**config.mk**
```make
export PLATFORM = sky130hd
export DESIGN_NAME = reg_rename_ctrl
export DESIGN_NICKNAME = d
export VERILOG_FILES = /design/src/rtl/rename_pkg.sv /design/src/rtl/tag_free_list.sv /design/src/rtl/reg_rename_ctrl.sv
export SDC_FILE = /design/constraint.sdc
export NUM_CORES = 1
export LEC_CHECK = 0
export CORE_ASPECT_RATIO = 2
export CORE_MARGIN = 1.5
export CORE_UTILIZATION = 32
export CTS_CLUSTER_SIZE = 8
export DETAILED_ROUTE_END_ITERATION = 12
export PLACE_DENSITY_LB_ADDON = 0.15
export SKIP_LAST_GASP = 1
export SLEW_MARGIN = 20
export SYNTH_ARGS = -nofsm -noshare
export SYNTH_HDL_FRONTEND = slang
export SYNTH_SLANG_ARGS = --single-unit
```
**constraint.sdc**
```tcl
create_clock -name clk -period 8.6 [get_ports clk]
set_input_delay 1.29 -clock clk [delete_from_list [all_inputs] [get_ports clk]]
set_output_delay 1.29 -clock clk [all_outputs]
set_load 0.03 [all_outputs]
```
**src/rtl/rename_pkg.sv**
```systemverilog
// Shared types and sizing for the dispatch-side rename controller.
// Table entry layout: bit 6 pending, bits 5:0 producer tag.
package rename_pkg;

  localparam int TAG_W        = 6;
  localparam int ADDR_W       = 5;
  localparam int NUM_TAGS     = 63;
  localparam int RST_ENTRY_W  = 7;
  localparam int RST_PEND_BIT = 6;
  localparam int POOL_DEPTH   = 64;
  localparam int CNT_W        = 7;
  localparam int NUM_REGS     = 32;

  typedef enum logic {
    INIT,
    RUN
  } rn_state_e;

  typedef struct packed {
    logic             pend;
    logic [TAG_W-1:0] tag;
  } rst_entry_t;

endpackage

```
**src/rtl/tag_free_list.sv**
```systemverilog
// Circular pool of free rename tags.
// Head is read combinationally; an init port fills it during INIT.
module tag_free_list
  import rename_pkg::*;
(
  input  logic             clk,
  input  logic             clr,
  input  logic             load,
  input  logic             init_wen,
  input  logic [TAG_W-1:0] init_addr,
  input  logic [TAG_W-1:0] init_data,
  input  logic             push,
  input  logic [TAG_W-1:0] push_tag,
  input  logic             pop,
  output logic [TAG_W-1:0] head,
  output logic [CNT_W-1:0] count
);

  logic [TAG_W-1:0] mem [POOL_DEPTH];
  logic [TAG_W-1:0] rd_ptr;
  logic [TAG_W-1:0] wr_ptr;
  logic             pop_ok;
  logic             push_ok;

  assign pop_ok  = pop && (count != '0);
  // a full pool can only take a tag when one leaves in the same cycle
  assign push_ok = push &&
                   (pop_ok || (count != CNT_W'(NUM_TAGS)));
  assign head    = mem[rd_ptr];

  always_ff @(posedge clk) begin
    if (init_wen) begin
      mem[init_addr] <= init_data;
    end else if (push_ok) begin
      mem[wr_ptr] <= push_tag;
    end
  end

  always_ff @(posedge clk) begin
    if (clr) begin
      rd_ptr <= '0;
      wr_ptr <= '0;
      count  <= '0;
    end else if (load) begin
      rd_ptr <= '0;
      wr_ptr <= TAG_W'(NUM_TAGS);
      count  <= CNT_W'(NUM_TAGS);
    end else begin
      if (pop_ok) begin
        rd_ptr <= rd_ptr + TAG_W'(1);
      end
      if (push_ok) begin
        wr_ptr <= wr_ptr + TAG_W'(1);
      end
      count <= count + CNT_W'(push_ok)
                     - CNT_W'(pop_ok);
    end
  end

endmodule

```
**src/rtl/reg_rename_ctrl.sv**
```systemverilog
// Rename controller: allocates tags, maintains the register status
// table, recycles tags on CDB and rebuilds everything after flush.
module reg_rename_ctrl
  import rename_pkg::*;
(
  input  logic                   clk,
  input  logic                   rst,
  input  logic                   flush,
  input  logic                   dispatch_valid,
  output logic                   dispatch_ready,
  input  logic                   dispatch_rd_wen,
  input  logic [ADDR_W-1:0]      dispatch_rd_addr,
  input  logic [ADDR_W-1:0]      dispatch_rs_addr,
  input  logic [ADDR_W-1:0]      dispatch_rt_addr,
  output logic [TAG_W-1:0]       dispatch_tag,
  output logic                   rs_pending,
  output logic [TAG_W-1:0]       rs_tag,
  output logic                   rt_pending,
  output logic [TAG_W-1:0]       rt_tag,
  input  logic                   cdb_valid,
  input  logic [TAG_W-1:0]       cdb_tag,
  output logic [ADDR_W-1:0]      rst_rport0_addr,
  input  logic [RST_ENTRY_W-1:0] rst_rport0_data,
  output logic [ADDR_W-1:0]      rst_rport1_addr,
  input  logic [RST_ENTRY_W-1:0] rst_rport1_data,
  output logic [ADDR_W-1:0]      rst_wport0_addr,
  output logic [RST_ENTRY_W-1:0] rst_wport0_data,
  output logic                   rst_wport0_wen,
  output logic [ADDR_W-1:0]      rst_wport1_addr,
  output logic [RST_ENTRY_W-1:0] rst_wport1_data,
  output logic                   rst_wport1_wen,
  output logic [TAG_W-1:0]       rst_lookup_tag,
  input  logic                   rst_lookup_found,
  input  logic [ADDR_W-1:0]      rst_lookup_addr,
  output logic [CNT_W-1:0]       free_count
);

  rn_state_e        state_q;
  rn_state_e        state_d;
  logic [TAG_W-1:0] init_cnt_q;
  logic [TAG_W-1:0] init_cnt_d;

  logic             clr;
  logic             run;
  logic             init_wen;
  logic             init_clear;
  logic             load;
  logic             fire;
  logic             alloc;
  logic             cdb_live;
  logic             cdb_hit;
  logic [TAG_W-1:0] head;
  logic [CNT_W-1:0] count;
  rst_entry_t       rs_e;
  rst_entry_t       rt_e;

  always_ff @(posedge clk) begin
    if (rst || flush) begin
      state_q    <= INIT;
      init_cnt_q <= '0;
    end else begin
      state_q    <= state_d;
      init_cnt_q <= init_cnt_d;
    end
  end

  always_comb begin
    state_d    = state_q;
    init_cnt_d = init_cnt_q;
    unique case (state_q)
      INIT: begin
        init_cnt_d = init_cnt_q + TAG_W'(1);
        if (init_cnt_q == TAG_W'(NUM_TAGS - 1)) begin
          state_d    = RUN;
          init_cnt_d = '0;
        end
      end
      RUN:     ;
      default: ;
    endcase
  end

  assign clr        = rst || flush;
  assign run        = (state_q == RUN);
  assign init_wen   = (state_q == INIT) && !clr;
  assign init_clear = init_cnt_q < TAG_W'(NUM_REGS / 2);
  assign load       = init_wen &&
                      (init_cnt_q == TAG_W'(NUM_TAGS - 1));

  assign dispatch_ready = run && (count != '0);
  assign fire  = dispatch_valid && dispatch_ready && !clr;
  assign alloc = fire && dispatch_rd_wen &&
                 (dispatch_rd_addr != '0);
  assign dispatch_tag = alloc ? head : '0;

  assign cdb_live       = run && !clr && cdb_valid &&
                          (cdb_tag != '0);
  assign rst_lookup_tag = run ? cdb_tag : '0;
  // a same-cycle allocation to that register is the newer mapping
  assign cdb_hit = cdb_live && rst_lookup_found &&
                   !(alloc && (dispatch_rd_addr == rst_lookup_addr));

  assign rst_rport0_addr = dispatch_rs_addr;
  assign rst_rport1_addr = dispatch_rt_addr;
  assign rs_e = rst_entry_t'(rst_rport0_data);
  assign rt_e = rst_entry_t'(rst_rport1_data);

  assign rs_pending = run && rs_e.pend &&
                      !(cdb_valid && (cdb_tag == rs_e.tag));
  assign rs_tag     = run ? rs_e.tag : '0;
  assign rt_pending = run && rt_e.pend &&
                      !(cdb_valid && (cdb_tag == rt_e.tag));
  assign rt_tag     = run ? rt_e.tag : '0;

  always_comb begin
    rst_wport0_addr = '0;
    rst_wport0_data = '0;
    rst_wport0_wen  = 1'b0;
    rst_wport1_addr = '0;
    rst_wport1_data = '0;
    rst_wport1_wen  = 1'b0;
    unique case (1'b1)
      init_wen: begin
        rst_wport0_addr = {init_cnt_q[3:0], 1'b0};
        rst_wport0_wen  = init_clear;
        rst_wport1_addr = {init_cnt_q[3:0], 1'b1};
        rst_wport1_wen  = init_clear;
      end
      run: begin
        rst_wport0_addr = dispatch_rd_addr;
        rst_wport0_data = {1'b1, head};
        rst_wport0_wen  = alloc;
        rst_wport1_addr = rst_lookup_addr;
        rst_wport1_wen  = cdb_hit;
      end
      default: ;
    endcase
  end

  tag_free_list u_free_list (
    .clk       (clk),
    .clr       (clr),
    .load      (load),
    .init_wen  (init_wen),
    .init_addr (init_cnt_q),
    .init_data (init_cnt_q + TAG_W'(1)),
    .push      (cdb_live),
    .push_tag  (cdb_tag),
    .pop       (alloc),
    .head      (head),
    .count     (count)
  );

  assign free_count = count;

endmodule
```
==> results by stage <==
Finish:
- The final instance count without filler cells is roughly 2100.
- The area growth from synthesis to layout is 18.1%.
- Counting the fill cells in the layout gives between 5000 and 6000.
- The net count of the finished layout is roughly 1400.
- Cells with a size suffix above 1 make up 11.7% of the layout.
- The antenna diode instance count is 0.

Clock network:
- Post-CTS timing repair inserted 0 buffers for setup.
- The total of cells resized after clock tree synthesis is 0.
- The number of hold buffers added after CTS was 0.
- The H-tree generated during clock tree synthesis spans 2 levels.
- The longest clock path from root to sink contains 3 buffers.
- The number of clock buffers added by TritonCTS is 57.
- TritonCTS built the clock tree.
- The total number of clock tree sinks is 416.
- Clock-pin slew was measured on the worst setup and hold paths at 0.05 ns.
- The root buffer cell is sky130_fd_sc_hd__clkbuf_16.
- At the later pin of the worst-skew pair, clock insertion delay measures about 0.6 ns.

Synth:
- The post-synthesis xor/xnor area fraction is 1.66%.
- After Yosys synthesis, and, or, nand and nor cells account for 6.24% of the synthesized area.
- In this run, synthesis produced a sequential element count of roughly 420.
- Of the total synthesized cell area, the portion taken by full adders, half adders and majority gates is 1.09%.
- For this run, asynchronously set or reset flops after synthesis account for 0%.
- The cell area that synthesis handed to floorplanning was 0.0180 mm².
- After synthesis, the largest area contributor takes up approximately 64% of total cell area.
- The most common cell in the synthesized netlist is sky130_fd_sc_hd__edfxtp_1.
- During synthesis, Yosys emitted a total of 0 warnings.
- Sorting the synthesized cells by how often they occur yields sky130_fd_sc_hd__edfxtp_1 (384), sky130_fd_sc_hd__mux2i_1 (143), sky130_fd_sc_hd__nor2_1 (90).
- The synthesized-area fraction occupied by ao, oa, aoi and oai cells is 7.59%.
- A synthesized cell averages ~15 µm².
- Among all flip-flop cells after synthesis, the most frequent one is sky130_fd_sc_hd__edfxtp_1.
- The multiplexer area fraction after synthesis is between 10% and 20%.
- The cell count after synthesis came out at between 1000 and 1500.
- The largest family of logic cells by synthesized area is multiplexers.
- The dominant cell type by area after synthesis is sky130_fd_sc_hd__edfxtp_1.
- Of the synthesized area, sequential elements account for 67.7%.
- Ranked by total cell area, the synthesized netlist is headed by sky130_fd_sc_hd__edfxtp_1 (64%), sky130_fd_sc_hd__mux2i_1 (8.0%), sky130_fd_sc_hd__mux4_2 (4.5%).
- Counting distinct cell types in the post-synthesis netlist gives 65.
- The number of synthesized flops with an enable pin is 384.

Placed design:
- After legalization and detailed placement, the total HPWL measured 34500 µm.
- The number of placed instances with taps included is 1974.
- The last weighted congestion value of the routability-driven placer is between 0.8 and 0.9.
- The number of port buffers is 89.

Global routing:
- The pin count of the biggest net entering global routing is 65.
- For this run the aggregate overflow at the end of global routing stands at 0.
- The via count of the first global-routing pass is 11300.
- In the global route stage, overall resource usage came out at 17.7%.
- The first-pass GRT wire length is 74100 µm.
- The number of antenna violations at the first check in global routing is 0.

Timing:
- After layout, the minimum clock period comes to between 5 and 6 ns.
- The maximum clock frequency is 175 MHz.
- Setup violations remaining at the end of the flow were counted as 0.
- The final clock period utilization by the worst path is 66.6%.
- For the pin with the worst max-slew slack, the measured transition is 1.11 ns.
- The count of final max-slew check failures is 0.
- Setup total negative slack on the finished layout was measured at 0 ns.
- The relative max-transition margin is 25.7%.
- The number of hold violations in the final report is 0.
- Setup repair after global routing left no endpoint under its margin.
- The setup clock skew after layout is approximately 0.017 ns.

Worst setup path:
- Of all nets on the critical path, the largest fanout is 37.
- The length in cells of the worst reg-to-reg path is 13.
- The required time of the critical path is between 7 and 8 ns.
- The type of element launching the critical path is a register.
- The critical setup path kind is register to output pin.
- The data arrival time of the critical path is 4.44 ns.
- The critical path endpoint category is an output pin.

Outcome:
- The flow ran to the end, and the final reports show no timing, DRC or antenna violations.

Detailed routing:
- In the routed design, unresolved DRC markers number 0.
- The via count normalized by instance count is 5.07.
- The detailed-router iteration count before antenna repair is 5.
- Wires add up to 50200 µm.
- The count of nets left with antenna violations once routing finished came out at 0.
- In this run, the number of DRC markers left after iteration 0 of detailed routing was 585.
- The detailed router placed 10400 vias in this run.
- The routed wire length per instance is 24.4 µm.

Pwr:
- The analysis attributes to cell leakage a power of ~6.5 nW.
- Across the VDD grid, the largest voltage drop is 131 µV.
- For this design the ratio of total power to cell area is 204 mW/mm².

Floorplanning:
- Pin placement for this block handled 117 I/O pins.
- The die covers ~0.058 mm².
- In this run the standard cell core region covers 0.0554 mm².
- The die is 171 µm wide.
- Once the floorplan was initialized, standard cells occupied ~32% of the core.
- From bottom edge to top edge, the die measures around 340 µm.
- The row count is 122.

Hold path:
- The worst hold-check path type is register to register.
- The worst hold path stage count is 2.

Job:
- The number of violations of the max-capacitance limit is 0.
[area by class of cell]
cell class,instances,area [µm²],share of cell area [%]
clock buffer,84,1570,7.40
clock inverter,1,8.76,0.0413
inverter,17,63.8,0.301
multi-input combinational,686,5420,25.5
sequential,416,12200,57.4
tap,744,931,4.39
timing repair buffer,111,1060,4.97
[cell families (layout without fill, tap and decap cells)]
group | count (synthesis) | count (layout)
and+or+nand+nor | 242 | 242
other | 1 | 7
xor gates and xnor gates | 34 | 34
AOI/OAI and AO/OA | 203 | 203
buffers and inverters | 103 | 213
DFF | 416 | 416
muxes | 185 | 185
adders and majority gates | 15 | 15
[state kept, by name, summed over array words and instances (netlist names), named ones only]
signal,flops
u_free_list.mem,384
u_free_list.rd_ptr,6
u_free_list.count,7
run,1
u_free_list.wr_ptr,6
init_cnt_q,6
[worst max-delay path, cell delays in order, from the launching register on]
cell	delay, ns
sky130_fd_sc_hd__dfxtp_4	0.84
sky130_fd_sc_hd__buf_4	0.57
sky130_fd_sc_hd__mux2i_1	0.16
sky130_fd_sc_hd__a22oi_1	0.35
sky130_fd_sc_hd__a21oi_1	0.22
sky130_fd_sc_hd__o41ai_1	0.53
sky130_fd_sc_hd__o21ai_0	0.30
sky130_fd_sc_hd__nor2_1	0.15
sky130_fd_sc_hd__clkdlybuf4s50_1	0.71
[through the flow]
step | total power (W) | util, % | cell area (µm²) | worst slack [ns] | hold slack [ns]
floorplan | 0.00229 | - | 18000 | 2.70 | 0.476
global placement | 0.00232 | 35.4 | 19600 | 3.27 | 0.500
detailed placement | 0.00232 | 35.4 | 19600 | 3.23 | 0.501
CTS | 0.00438 | 38.3 | 21200 | 2.79 | 0.507
global route | 0.00445 | 38.3 | 21200 | 2.67 | 0.565
finish | 0.00433 | 38.3 | 21200 | 2.87 | 0.515
[worst paths after layout]
check,startpoint,to,slack [ns]
max,register,rst_wport0_data[0],2.87
min,u_free_list.rd_ptr[1],u_free_list.rd_ptr[1],0.52
max reg2reg,run,u_free_list.count[6],4.29
min reg2reg,u_free_list.rd_ptr[1],u_free_list.rd_ptr[1],0.52
[report_power, final]
| part | internal [W] | switching, W | leakage, nW |
|---|---|---|---|
| sequential | 0.00220 | 0.00000260 | 3.80 |
| clock | 0.00123 | 0.000812 | 0.761 |
| combinational | 0.0000300 | 0.0000532 | 1.90 |
| total | 0.00346 | 0.000868 | 6.46 |
[placed cells by master, fill, tap and decap left out, types with 5 or more instances in the layout]
cell type / count
sky130_fd_sc_hd__xor2_1: 14
sky130_fd_sc_hd__and2_1: 21
sky130_fd_sc_hd__nor2b_1: 8
sky130_fd_sc_hd__nand2_1: 55
sky130_fd_sc_hd__clkbuf_1: 25
sky130_fd_sc_hd__dfxtp_1: 30
sky130_fd_sc_hd__nand2b_1: 6
sky130_fd_sc_hd__xnor2_1: 20
sky130_fd_sc_hd__nor3_1: 20
sky130_fd_sc_hd__edfxtp_1: 384
sky130_fd_sc_hd__o41ai_1: 6
sky130_fd_sc_hd__or3_1: 6
sky130_fd_sc_hd__a211oi_2: 5
sky130_fd_sc_hd__inv_1: 16
sky130_fd_sc_hd__buf_4: 22
sky130_fd_sc_hd__a31oi_1: 11
sky130_fd_sc_hd__a22oi_1: 67
sky130_fd_sc_hd__clkbuf_16: 59
sky130_fd_sc_hd__nand3_1: 13
sky130_fd_sc_hd__mux4_2: 36
sky130_fd_sc_hd__a21oi_1: 49
sky130_fd_sc_hd__clkdlybuf4s50_1: 89
sky130_fd_sc_hd__o21ai_0: 27
sky130_fd_sc_hd__ha_1: 14
sky130_fd_sc_hd__o22ai_1: 6
sky130_fd_sc_hd__mux2i_1: 143
sky130_fd_sc_hd__nor2_1: 89
sky130_fd_sc_hd__mux2_2: 5
sky130_fd_sc_hd__conb_1: 7
[per-layer routing]
layer	GRT usage [%]	vias up	routed length, µm
met4	7.54	0	1980
met1	18.1	5245	17400
met2	35.1	329	29200
met3	2.02	99	1630
li1	-	4775	-
met5	0	-	0
Note: power is estimated with default switching activity, not from simulation.
